==> src/rtl/gtx_mux_pkg.sv <==
// Shared types, header field layout and header builder for the GTX TX channel mux.
package gtx_mux_pkg;

    localparam logic [7:0] DEF_MAGIC     = 8'hA5;
    localparam int         HDR_MAGIC_LSB = 24;
    localparam int         HDR_CONT_BIT  = 23;
    localparam int         HDR_ID_LSB    = 16;
    localparam int         HDR_SEQ_LSB   = 0;
    localparam int         SEQ_W         = 16;
    localparam int         ID_W          = 7;

    typedef enum logic [1:0] {
        IDLE,
        HDR,
        DATA
    } mux_state_e;

    function automatic logic [31:0] build_hdr(
        input logic [7:0]       magic,
        input logic             cont,
        input logic [ID_W-1:0]  id,
        input logic [SEQ_W-1:0] seq
    );
        logic [31:0] hdr;
        hdr = '0;
        hdr[HDR_MAGIC_LSB +: 8]    = magic;
        hdr[HDR_CONT_BIT]          = cont;
        hdr[HDR_ID_LSB +: ID_W]    = id;
        hdr[HDR_SEQ_LSB +: SEQ_W]  = seq;
        return hdr;
    endfunction

endpackage

==> src/rtl/gtx_rr_arb.sv <==
// Combinational round-robin arbiter: first requester at or after ptr+1, modulo N_CH.
module gtx_rr_arb
    import gtx_mux_pkg::*;
#(
    parameter int N_CH = 4,
    localparam int IDX_W = (N_CH > 1) ? $clog2(N_CH) : 1
) (
    input  logic [N_CH-1:0]  req,
    input  logic [IDX_W-1:0] ptr,
    output logic [N_CH-1:0]  gnt_oh,
    output logic [IDX_W-1:0] gnt_idx,
    output logic             gnt_vld
);

    always_comb begin
        int idx;
        idx     = 0;
        gnt_oh  = '0;
        gnt_idx = '0;
        gnt_vld = 1'b0;
        for (int k = 1; k <= N_CH; k++) begin
            idx = (int'(ptr) + k) % N_CH;
            if (!gnt_vld && req[IDX_W'(idx)]) begin
                gnt_vld                = 1'b1;
                gnt_idx                = IDX_W'(idx);
                gnt_oh[IDX_W'(idx)]    = 1'b1;
            end
        end
    end

endmodule

==> src/rtl/gtx_chan_mux.sv <==
// N-channel AXI4-Stream packet mux with header insertion and MAX_BEATS splitting.
//   state | meaning
//   IDLE  | arbitrate, latch header for the granted channel
//   HDR   | present header beat, wait for m_tready
//   DATA  | zero-latency passthrough of the granted channel
module gtx_chan_mux
    import gtx_mux_pkg::*;
#(
    parameter int         N_CH      = 4,
    parameter int         DATA_W    = 64,
    parameter int         MAX_BEATS = 256,
    parameter logic [7:0] MAGIC     = DEF_MAGIC
) (
    input  logic                     core_clk,
    input  logic                     aresetn,
    input  logic [N_CH*DATA_W-1:0]   s_tdata,
    input  logic [N_CH-1:0]          s_tvalid,
    input  logic [N_CH-1:0]          s_tlast,
    output logic [N_CH-1:0]          s_tready,
    output logic [DATA_W-1:0]        m_tdata,
    output logic                     m_tvalid,
    output logic                     m_tlast,
    input  logic                     m_tready,
    input  logic                     channel_up,
    output logic                     trunc_err,
    output logic                     busy
);

    localparam int               IDX_W    = (N_CH > 1) ? $clog2(N_CH) : 1;
    localparam int               CNT_W    = $clog2(MAX_BEATS);
    localparam logic [CNT_W-1:0] LAST_CNT = CNT_W'(MAX_BEATS - 1);

    mux_state_e        state_q, state_d;
    logic [IDX_W-1:0]  grant_q, rr_ptr_q, arb_idx, nxt_idx;
    logic [N_CH-1:0]   grant_oh_q, arb_oh;
    logic              arb_vld, cont_q, trunc_err_q;
    logic [SEQ_W-1:0]  seq_q [N_CH];
    logic [SEQ_W-1:0]  hdr_seq;
    logic [DATA_W-1:0] hdr_q;
    logic [CNT_W-1:0]  beats_left_q;
    logic [DATA_W-1:0] ch_data [N_CH];
    logic [DATA_W-1:0] sel_data;
    logic              sel_valid, sel_last, at_max;
    logic              arb_take, hdr_acc, beat_acc, pkt_end, pkt_split;

    gtx_rr_arb #(.N_CH(N_CH)) u_arb (
        .req     (s_tvalid),
        .ptr     (rr_ptr_q),
        .gnt_oh  (arb_oh),
        .gnt_idx (arb_idx),
        .gnt_vld (arb_vld)
    );

    always_comb begin
        for (int i = 0; i < N_CH; i++) begin
            ch_data[i] = s_tdata[i*DATA_W +: DATA_W];
        end
    end

    assign sel_data  = ch_data[grant_q];
    assign sel_valid = s_tvalid[grant_q];
    assign sel_last  = s_tlast[grant_q];
    assign at_max    = (beats_left_q == '0);

    // A continuation keeps the channel and the seq of the header it continues.
    assign nxt_idx   = cont_q ? grant_q : arb_idx;
    assign hdr_seq   = cont_q ? hdr_q[HDR_SEQ_LSB +: SEQ_W] : seq_q[nxt_idx];

    assign trunc_err = trunc_err_q;
    assign busy      = (state_q != IDLE);

    always_ff @(posedge core_clk or negedge aresetn) begin
        if (!aresetn) begin
            state_q <= IDLE;
        end else begin
            state_q <= state_d;
        end
    end

    always_comb begin
        state_d   = state_q;
        m_tdata   = hdr_q;
        m_tvalid  = 1'b0;
        m_tlast   = 1'b0;
        s_tready  = '0;
        arb_take  = 1'b0;
        hdr_acc   = 1'b0;
        beat_acc  = 1'b0;
        pkt_end   = 1'b0;
        pkt_split = 1'b0;
        unique case (state_q)
            IDLE: begin
                if (channel_up && (cont_q || arb_vld)) begin
                    arb_take = 1'b1;
                    state_d  = HDR;
                end
            end
            HDR: begin
                m_tvalid = 1'b1;
                if (m_tready) begin
                    hdr_acc = 1'b1;
                    state_d = DATA;
                end
            end
            DATA: begin
                m_tdata  = sel_data;
                m_tvalid = sel_valid & channel_up;
                m_tlast  = sel_last | at_max;
                s_tready = grant_oh_q & {N_CH{m_tready & channel_up}};
                if (sel_valid && m_tready && channel_up) begin
                    beat_acc = 1'b1;
                    if (sel_last) begin
                        pkt_end = 1'b1;
                        state_d = IDLE;
                    end else if (at_max) begin
                        pkt_split = 1'b1;
                        state_d   = IDLE;
                    end
                end
            end
            default: state_d = IDLE;
        endcase
    end

    always_ff @(posedge core_clk or negedge aresetn) begin
        if (!aresetn) begin
            grant_q      <= '0;
            grant_oh_q   <= '0;
            rr_ptr_q     <= '0;
            cont_q       <= 1'b0;
            hdr_q        <= '0;
            beats_left_q <= '0;
            trunc_err_q  <= 1'b0;
            for (int i = 0; i < N_CH; i++) begin
                seq_q[i] <= '0;
            end
        end else begin
            trunc_err_q <= pkt_split;
            if (arb_take) begin
                if (!cont_q) begin
                    grant_q    <= arb_idx;
                    grant_oh_q <= arb_oh;
                end
                hdr_q <= DATA_W'(build_hdr(MAGIC, cont_q, ID_W'(nxt_idx), hdr_seq));
            end
            if (hdr_acc) begin
                beats_left_q <= LAST_CNT;
                if (!cont_q) begin
                    seq_q[grant_q] <= seq_q[grant_q] + 16'd1;
                end
            end else if (beat_acc && !at_max) begin
                beats_left_q <= beats_left_q - 1'b1;
            end
            if (pkt_end) begin
                cont_q   <= 1'b0;
                rr_ptr_q <= grant_q;
            end
            if (pkt_split) begin
                cont_q <= 1'b1;
            end
        end
    end

endmodule
==> config.mk <==
export PLATFORM = sky130hd
export DESIGN_NAME = gtx_chan_mux
export DESIGN_NICKNAME = d
export VERILOG_FILES = /design/src/rtl/gtx_mux_pkg.sv /design/src/rtl/gtx_rr_arb.sv /design/src/rtl/gtx_chan_mux.sv
export SDC_FILE = /design/constraint.sdc
export NUM_CORES = 1
export LEC_CHECK = 0
export ABC_CLOCK_PERIOD_IN_PS = 9200
export CAP_MARGIN = 10
export CELL_PAD_IN_SITES_DETAIL_PLACEMENT = 1
export CELL_PAD_IN_SITES_GLOBAL_PLACEMENT = 1
export CORE_AREA = 2 2 165 167
export DETAILED_ROUTE_END_ITERATION = 10
export DIE_AREA = 0 0 167 169
export PLACE_DENSITY_LB_ADDON = 0.1
export SKIP_CTS_REPAIR_TIMING = 1
export SLEW_MARGIN = 30
export SYNTH_ARGS = -nofsm -noshare
export SYNTH_HDL_FRONTEND = slang
export SYNTH_SLANG_ARGS = --single-unit
==> constraint.sdc <==
create_clock -name core_clk -period 9.2 [get_ports core_clk]
set_input_delay 1.38 -clock core_clk [delete_from_list [all_inputs] [get_ports core_clk]]
set_output_delay 1.38 -clock core_clk [all_outputs]
set_load 0.02 [all_outputs]
## Word-level counts from Yosys, hierarchy flattened

Cells that the tools add are included.

- Output and inout bits: 72
- Input port bits: 268
- Flip-flop bits (word level): 104
- Word-level logic and storage cells: 148

- Equal/unequal tests: 6
- $add $sub $neg: 6
- Bitwise gates (word level): 10
- Multiplexer cells: 76
- Reduce and logical (&&, ||, !) cells: 25
- Magnitude comparators: 12

Operators by type and width:

| operator | number |
|---|---|
| 64-bit 2-to-1 mux | 3 |
| 64-bit binary-select mux with 2-bit select | 1 |
| 16-bit 2-to-1 mux | 5 |
| 16-bit binary-select mux with 2-bit select | 2 |
| 64-bit bitwise mux | 1 |
| 1-bit 2-to-1 mux | 34 |
| 16-bit demux with 2-bit select | 1 |
| 2-bit 2-to-1 mux | 10 |
| 4-bit 2-to-1 mux | 5 |
| 16-bit by 1-bit adder with 16-bit output, second input constant | 1 |
| 2-bit by 4-bit < comparator with 1-bit output, second input constant | 4 |
| 8-bit 2-to-1 mux | 2 |
| 1-bit binary-select mux with 2-bit select | 6 |
| 1-bit logical AND | 12 |
| 4-bit OR | 3 |
| 1-bit demux with 2-bit select | 4 |
| 2-bit by 1-bit greater-or-equal comparator with 1-bit output, second input constant | 4 |
| 8-bit logical NOT | 1 |
| 8-bit by 1-bit subtractor with 8-bit output, second input constant | 1 |
| 3-bit greater-or-equal comparator, second input constant | 2 |
| 2-bit inequality test, second input constant | 3 |
| 2-bit NOT with 3-bit output | 2 |
| 2-bit case mux with 3 select lines | 1 |
| 2-bit nonzero test | 3 |
| other kinds (17) | 24 |

## Depth between registers and ports, before layout

Gate-level depths: netlist of the first run.

- Depth in word-level cells: 19
- Depth in mapped cells: 11

## Hierarchy

From an unflattened synthesis of the first run, not the netlist that was laid out.

- Cell total of the unflattened synthesis: 681
- Area, all modules: 7870.0 um^2

By module, submodules not included:

| module | area each (um^2) | times used | seq. area each (um^2) | cells an instance |
|---|---|---|---|---|
| gtx_chan_mux | 7253.2 | 1 | 2552.4 | 593 |
| gtx_rr_arb | 616.8 | 1 | 0.0 | 88 |

## Least setup slack after synthesis of the first run

No wires, ideal clock.

- Path type: in2out
- From: input port s_tvalid[3]
- To: output port m_tvalid
- Buffers on the path: 1
- Stages: 4
- Setup slack: 5.395 ns
- Arrival time: 2.425 ns
- Path through: buf_2 -> mux4_2 -> nand3_1 -> a21boi_0

- Word-level cells in the longest chain between the ends: 4

RTL lines:

| what | line | text |
|---|---|---|
| from (decl) | gtx_chan_mux.sv:17 | `input logic [N_CH-1:0] s_tvalid,` |
| 1-bit binary-select mux with 2-bit select | gtx_chan_mux.sv:61 | `assign sel_valid = s_tvalid[grant_q];` |
| 1-bit 2-to-1 mux (not written as such) | gtx_chan_mux.sv:61 |  |
| 1-bit AND | gtx_chan_mux.sv:107 | `m_tvalid = sel_valid & channel_up;` |
| 1-bit case mux with 2 select lines | gtx_chan_mux.sv:91 | `unique case (state_q)` |
| to (decl) | gtx_chan_mux.sv:21 | `output logic m_tvalid,` |

Every way passes these cells. The select of a mux whose other input is x is not followed.

## Worst setup path in the final report of the first run

- From: register grant_q[0]
- To: output port m_tlast

- Word-level cells in the longest chain between the ends: 4

RTL lines:

| what | line | text |
|---|---|---|
| from (decl) | gtx_chan_mux.sv:34 | `logic [IDX_W-1:0] grant_q, rr_ptr_q, arb_idx, nxt_idx;` |
| from (signal assigned) | gtx_chan_mux.sv:141 | `grant_q <= arb_idx;` |
| 1-bit binary-select mux with 2-bit select | gtx_chan_mux.sv:62 | `assign sel_last = s_tlast[grant_q];` |
| 1-bit 2-to-1 mux (not written as such) | gtx_chan_mux.sv:62 |  |
| 1-bit OR | gtx_chan_mux.sv:108 | `m_tlast = sel_last \| at_max;` |
| 1-bit 2-to-1 mux | gtx_chan_mux.sv:91 |  |
| to (decl) | gtx_chan_mux.sv:22 | `output logic m_tlast,` |

Every way passes these cells. The select of a mux whose other input is x is not followed.

==> results of run 1 <==
## logic make-up (layout without fill, tap and decap cells)
logic type,count (synthesis),after routing,share of synthesized area [%]
simple gates,230,230,14.5
mux,154,154,33.9
compound gates,116,116,9.99
flops,102,102,32.7
buf+inv,74,379,4.41
xor+xnor,21,21,2.36
fa+ha+maj,14,14,2.24
other cells,0,4,0
## layer usage
metal / wire length (um) / share of wire, % / up-vias / track usage, %
met2: 16900 / 50 / 188 / 39.5
met5: 42 / 0.12 / - / 0
li1: - / - / 3268 / -
met1: 14600 / 43 / 3646 / 32.0
met3: 1990 / 5.9 / 22 / 4.84
met4: 312 / 0.92 / 6 / 4.61
## final timing paths
check                           start        end  slack (ns)  cells past startpoint
min                         hdr_q[24]  hdr_q[24]        0.50                      1
max                        grant_q[0]    m_tlast        4.00                      5
max reg2reg                grant_q[0]  seq_q[56]        5.44                      8
min in group asynchronous     aresetn  hdr_q[14]        1.06                      1
min reg2reg                 hdr_q[24]  hdr_q[24]        0.50                      1
max in group asynchronous     aresetn  hdr_q[17]        6.91                      2
## stage by stage
step | instance area, sq um | hold WS [ns]
2_1_floorplan | 7810 | 0.436
3_3_place_gp | 11400 | 0.457
3_5_place_dp | 11400 | 0.481
4_1_cts | 11700 | 0.501
5_1_grt | 11700 | 0.509
6_report | 11700 | 0.501
## state kept, by name, summed over array words and instances, names as in the netlist
| signal | flops |
|---|---|
| grant_oh_q | 4 |
| beats_left_q | 8 |
| state_q | 2 |
| cont_q | 1 |
| seq_q | 64 |
| hdr_q | 19 |
| grant_q | 1 |
| trunc_err | 1 |
| rr_ptr_q | 2 |
## layout by cell type (no fill, tap or decap), types with 3 or more instances in the layout
cell,instances
clkdlybuf4s50_1,338
dfrtp_1,100
mux4_2,77
nand2_1,62
nor2_1,60
and2_1,45
mux2i_1,39
a21oi_1,38
mux2_2,32
o21ai_0,32
nor3_1,18
a221o_1,18
xnor2_1,15
inv_1,14
ha_1,13
buf_4,12
nand3_1,11
clkbuf_16,9
nand2b_1,7
mux4_1,6
xor2_1,6
diode_2,4
a31oi_1,4
nor2b_1,4
o211ai_1,4
nor4_1,3
## power groups by stage
| stage | clock [mW] | combinational, mW | sequential [mW] |
|---|---|---|---|
| finish | 0.392 | 2.09 | 0.852 |
| global route | 0.426 | 2.25 | 0.890 |
| CTS | 0.403 | 2.11 | 0.860 |
| detailed placement | 0 | 2.10 | 0.868 |
| global placement | 0 | 2.07 | 0.862 |
| floorplan | 0 | 1.54 | 0.712 |
## worst register-to-register path: cells and delay by family, from the launching register on
kind	cells	cell delay, ns
compound gates	1	0.13
xor+xnor	1	0.29
fa+ha+maj	1	0.29
buf+inv	1	0.84
flops	1	0.96
mux	1	0.75
simple gates	3	0.37
## final cells by class
type                    instances  area [sq um]  area share [%]
inverters                      14          52.6           0.447
clock buffers                  12           256            2.18
repair buffers                350          3470            29.6
multi-input cells             535          4920            41.9
diodes                          4          10.0          0.0852
flip-flops and latches        102          2560            21.8
clock inverters                 3          43.8           0.373
well taps                     341           427            3.63
==> flow_summary.yaml, run 1 <==
drt:
  drt_iter0_drc: 424
  firstDrtPassIters: 4
  drc: 0
  routedWlPerCell_um: 24.9
  vias_per_cell: 5.24
  vias: 7130
  postRouteAntennaNets: 0
  wl_mm: 33.9
grt:
  grtUsageTotal_pct: 23.6
  grt_pass1_wl_mm: 50.0
  grt_pass1_vias: 7319
  overflow: 0
  antenna_found_initial: 6
  grt_max_degree: 65
sta:
  maxSlewViolCount: 0
  setup_ws_ns: 4.00
  finalHoldViolCount: 0
  max_freq_mhz: 192
  max_slew.worst_pin.slew_ns: 0.982
  rsz0062_at_grt: "no"
  fin_setup_tns_ns: 0
  min_period_ns: 5.20
  relSlewSlack_pct: 34.5
  final.setup_skew_ns: 0.00691
  post-route-period-util_pct: 56.6
  setup_viol: 0
pwr:
  p_leak_nw: 4.51
  powerDensity_nw_per_um2: 284
  internal_power_mw: 1.90
  swShare_pct: 43.0
  p_total_mw: 3.33
  p_comb_share_pct: 62.6
  p_sw_mw: 1.43
  vdd_drop_max_mv: 0.206
  pwr-share-seq_pct: 25.6
  p_clk_share_pct: 11.8
die:
  core_area_sq_um: 26500
  io_pins: 340
  die_area_sq_um: 28200
  rows: 60
  die_w_um: 167
  initial_core_util_pct: 29.5
  die_h_um: 169
synth:
  ys_warn_count: 0
  synth_top_cell_area_share_pct: 32.7
  synthArstFlopShare_pct: 100
  yosys-top-cells-count: "102 x dfrtp_1, 77 x mux4_2, 62 x nand2_1, 61 x nor2_1, 45 x and2_1"
  seq_area_frac_synth_pct: 32.7
  netlist_area_sq_um: 7810
  synthCells: 711
  synth.net_count: 993
  ys_top_cells_by_area: "dfrtp_1 33%, mux4_2 22%, mux2i_1 5.0%, mux2_2 4.6%, and2_1 3.6%"
  synth_most_common_cell: "dfrtp_1"
  synth.distinct_cells: 55
  ys.flop_type: "dfrtp_1"
  synth.avg_cell_area_sq_um: 11.0
  yosysTopAreaCell: "dfrtp_1"
  synth-seq-cells: 102
  synth-edff-count: 0
final_layout:
  fillers: 2841
  layout.nets: 1294
  final_util_pct: 44.3
  areaGrowthSynthToFinish_pct: 50.4
  drive_gt1_share_pct: 14.9
  fin_cells: 1361
cts:
  numCtsBuffers: 9
  htree_levels: 3
  cts_buffer_depth: 2
  clock-sinks: 102
  cts_root_buffer: "clkbuf_16"
  cts_tree: "built"
  clock_latency_ns: 0.34
  path_clk_slew_ns: 0.07
setup_path:
  cp_slowest_cell: "dfrtp_4"
  crit_path_end_kind: "output pin"
  worstPathCellList: "buf_4 -> mux4_2 -> a41oi_1 -> nor2b_1 -> clkdlybuf4s50_1"
  critPathKind: "flip-flop to output pin"
  critPathTopFamily: "buffers and inverters"
  critical_path_arrival_ns: 3.82
  setup.worst_path.start_class: "flip-flop"
  worstPathRequired_ns: 7.82
  critPathMaxFanout: 48
  worst_path_largest_cell_delay_ns: 0.96
  critPathBufInv: 2
flow_run:
  maxCapViolCount: 0
placed_design:
  port_buffers: 339
  post-place-ws_ns: 4.26
  hpwl_mm: 26.5
  gp_congestion: 0.813
  dp_cells: 1342
outcome:
  status: "finished clean"
hold_path:
  hold_class: "flip-flop to flip-flop"
Power figures use the tool's default switching activity.
==> inputs of run 2 (changes only) <==
ABC_CLOCK_PERIOD_IN_PS = 4500   (was 9200)
CORE_AREA = 2 2 168 170   (was 2 2 165 167)
DIE_AREA = 0 0 170 172   (was 0 0 167 169)
clock period = 4.5 ns   (was 9.2 ns; I/O delays follow)
==> flow_summary.yaml, run 2 (synthesized netlist as in run 1, its figures left out) <==
outcome:
  status: "finished clean"
final_layout:
  reg_top3: "seq_q: 64 flops, hdr_q: 19 flops, beats_left_q: 8 flops"
  layout.nets: 1299
  final_cell_mix: "338 x clkdlybuf4s50_1, 100 x dfrtp_1, 77 x mux4_2, 62 x nand2_1, 61 x nor2_1"
  drive_gt1_share_pct: 15.3
  largest_reg_flops: 64
  finalInstanceArea_sq_um: 11800
  areaGrowthSynthToFinish_pct: 51.6
  multi_input_area_sq_um: 4920
  ff_latch_area_sq_um: 2560
  top_register: "seq_q"
  fillers: 2969
  final_common_cell: "clkdlybuf4s50_1"
die:
  die_area_sq_um: 29200
  die_h_um: 172
  io_pins: 340
  initial_core_util_pct: 28.4
  rows: 61
  die_w_um: 170
  core_area_sq_um: 27500
drt:
  postRouteAntennaNets: 0
  drc: 0
  wl_mm: 34.6
  routedWlPerCell_um: 25.2
  drt_iter0_drc: 411
  vias: 7122
  vias_per_cell: 5.18
  firstDrtPassIters: 5
sta:
  rsz0062_at_grt: "no"
  fin_setup_tns_ns: 0
  max_slew.worst_pin.slew_ns: 0.868
  relSlewSlack_pct: 42.1
  finalHoldViolCount: 0
  max_freq_mhz: 271
  setup_viol: 0
  final.setup_skew_ns: 0.00856
  post-route-period-util_pct: 81.9
  setup_ws_ns: 0.815
  min_period_ns: 3.68
  maxSlewViolCount: 0
setup_path:
  worstPathRequired_ns: 3.83
  setup.worst_path.start_class: "flip-flop"
  critPathMaxFanout: 44
  crit_path_end_kind: "output pin"
  critical_path_arrival_ns: 3.01
  critPathKind: "flip-flop to output pin"
  ff2ff_path_depth: 9
grt:
  grtUsageTotal_pct: 23.2
  grt_pass1_vias: 7184
  grt_pass1_wl_mm: 49.2
  grt_max_degree: 64
  overflow: 0
  antenna_found_initial: 13
placed_design:
  gp_congestion: 0.803
  hpwl_mm: 27.8
  port_buffers: 339
  post-place-ws_ns: 0.953
  dpl_cell_area_sq_um: 11500
pwr:
  p_leak_nw: 4.55
  powerDensity_nw_per_um2: 582
  vdd_drop_max_mv: 0.251
cts:
  clock-sinks: 102
  numCtsBuffers: 9
  cts_root_buffer: "clkbuf_16"
  htree_levels: 3
  clock_latency_ns: 0.37
  cts_tree: "built"
  path_clk_slew_ns: 0.07
  cts_buffer_depth: 2
hold_path:
  hold_class: "primary input to asynchronous set/reset pin"
flow_run:
  maxCapViolCount: 0
-- run 2: cell type report --
class                      instances  area share, %
clock buffer                      10           1.93
sequential                       102           21.6
antenna                            8          0.169
timing repair buffer             355           30.0
multi-input combinational        535           41.5
tap                              346           3.66
inverter                          14          0.444
clock inverter                     6          0.645
-- run 2: critical path, cell delays in order (launching register included) --
cell	delay, ns
dfrtp_4	0.97
buf_12	0.28
mux4_2	0.53
and2_1	0.23
clkdlybuf4s50_1	0.57
-- run 2: through the flow --
stage                     hold WS, ns  util [%]  instances  power [mW]
final                           0.397      43.1       1376        6.89
after global routing            0.465      43.1       1374        7.40
after CTS                       0.453      43.0       1368        6.98
after detailed placement        0.475      41.9       1352        6.14
after global placement          0.463      41.9       1352        6.07
after floorplan                 0.379         -        711        4.59
-- run 2: path summary, 6_finish.rpt --
| check | from | endpoint | slack [ns] |
|---|---|---|---|
| max in group asynchronous | aresetn | seq_q[62] | 3.01 |
| max reg2reg | rr_ptr_q[0] | hdr_q[12] | 0.92 |
| min reg2reg | grant_oh_q[1] | grant_oh_q[1] | 0.49 |
| min | aresetn | seq_q[51] | 0.40 |
| min in group core_clk | grant_oh_q[1] | grant_oh_q[1] | 0.49 |
| max | grant_q[0] | m_tdata[50] | 0.82 |
-- run 2: power by group --
| part | internal [mW] | switching [mW] |
|---|---|---|
| Combinational | 2.20 | 2.08 |
| Sequential | 1.27 | 0.518 |
| Clock | 0.442 | 0.383 |
-- run 2: routing by layer --
layer  vias up  wire length [um]  share of wire (%)  track usage (%)
met5         -                32              0.092                0
met4         4               593                1.7             6.24
met3        30              2390                6.9             6.96
met2       217             17000                 49             37.7
met1      3591             14700                 42             30.0
li1       3280                 -                  -                -
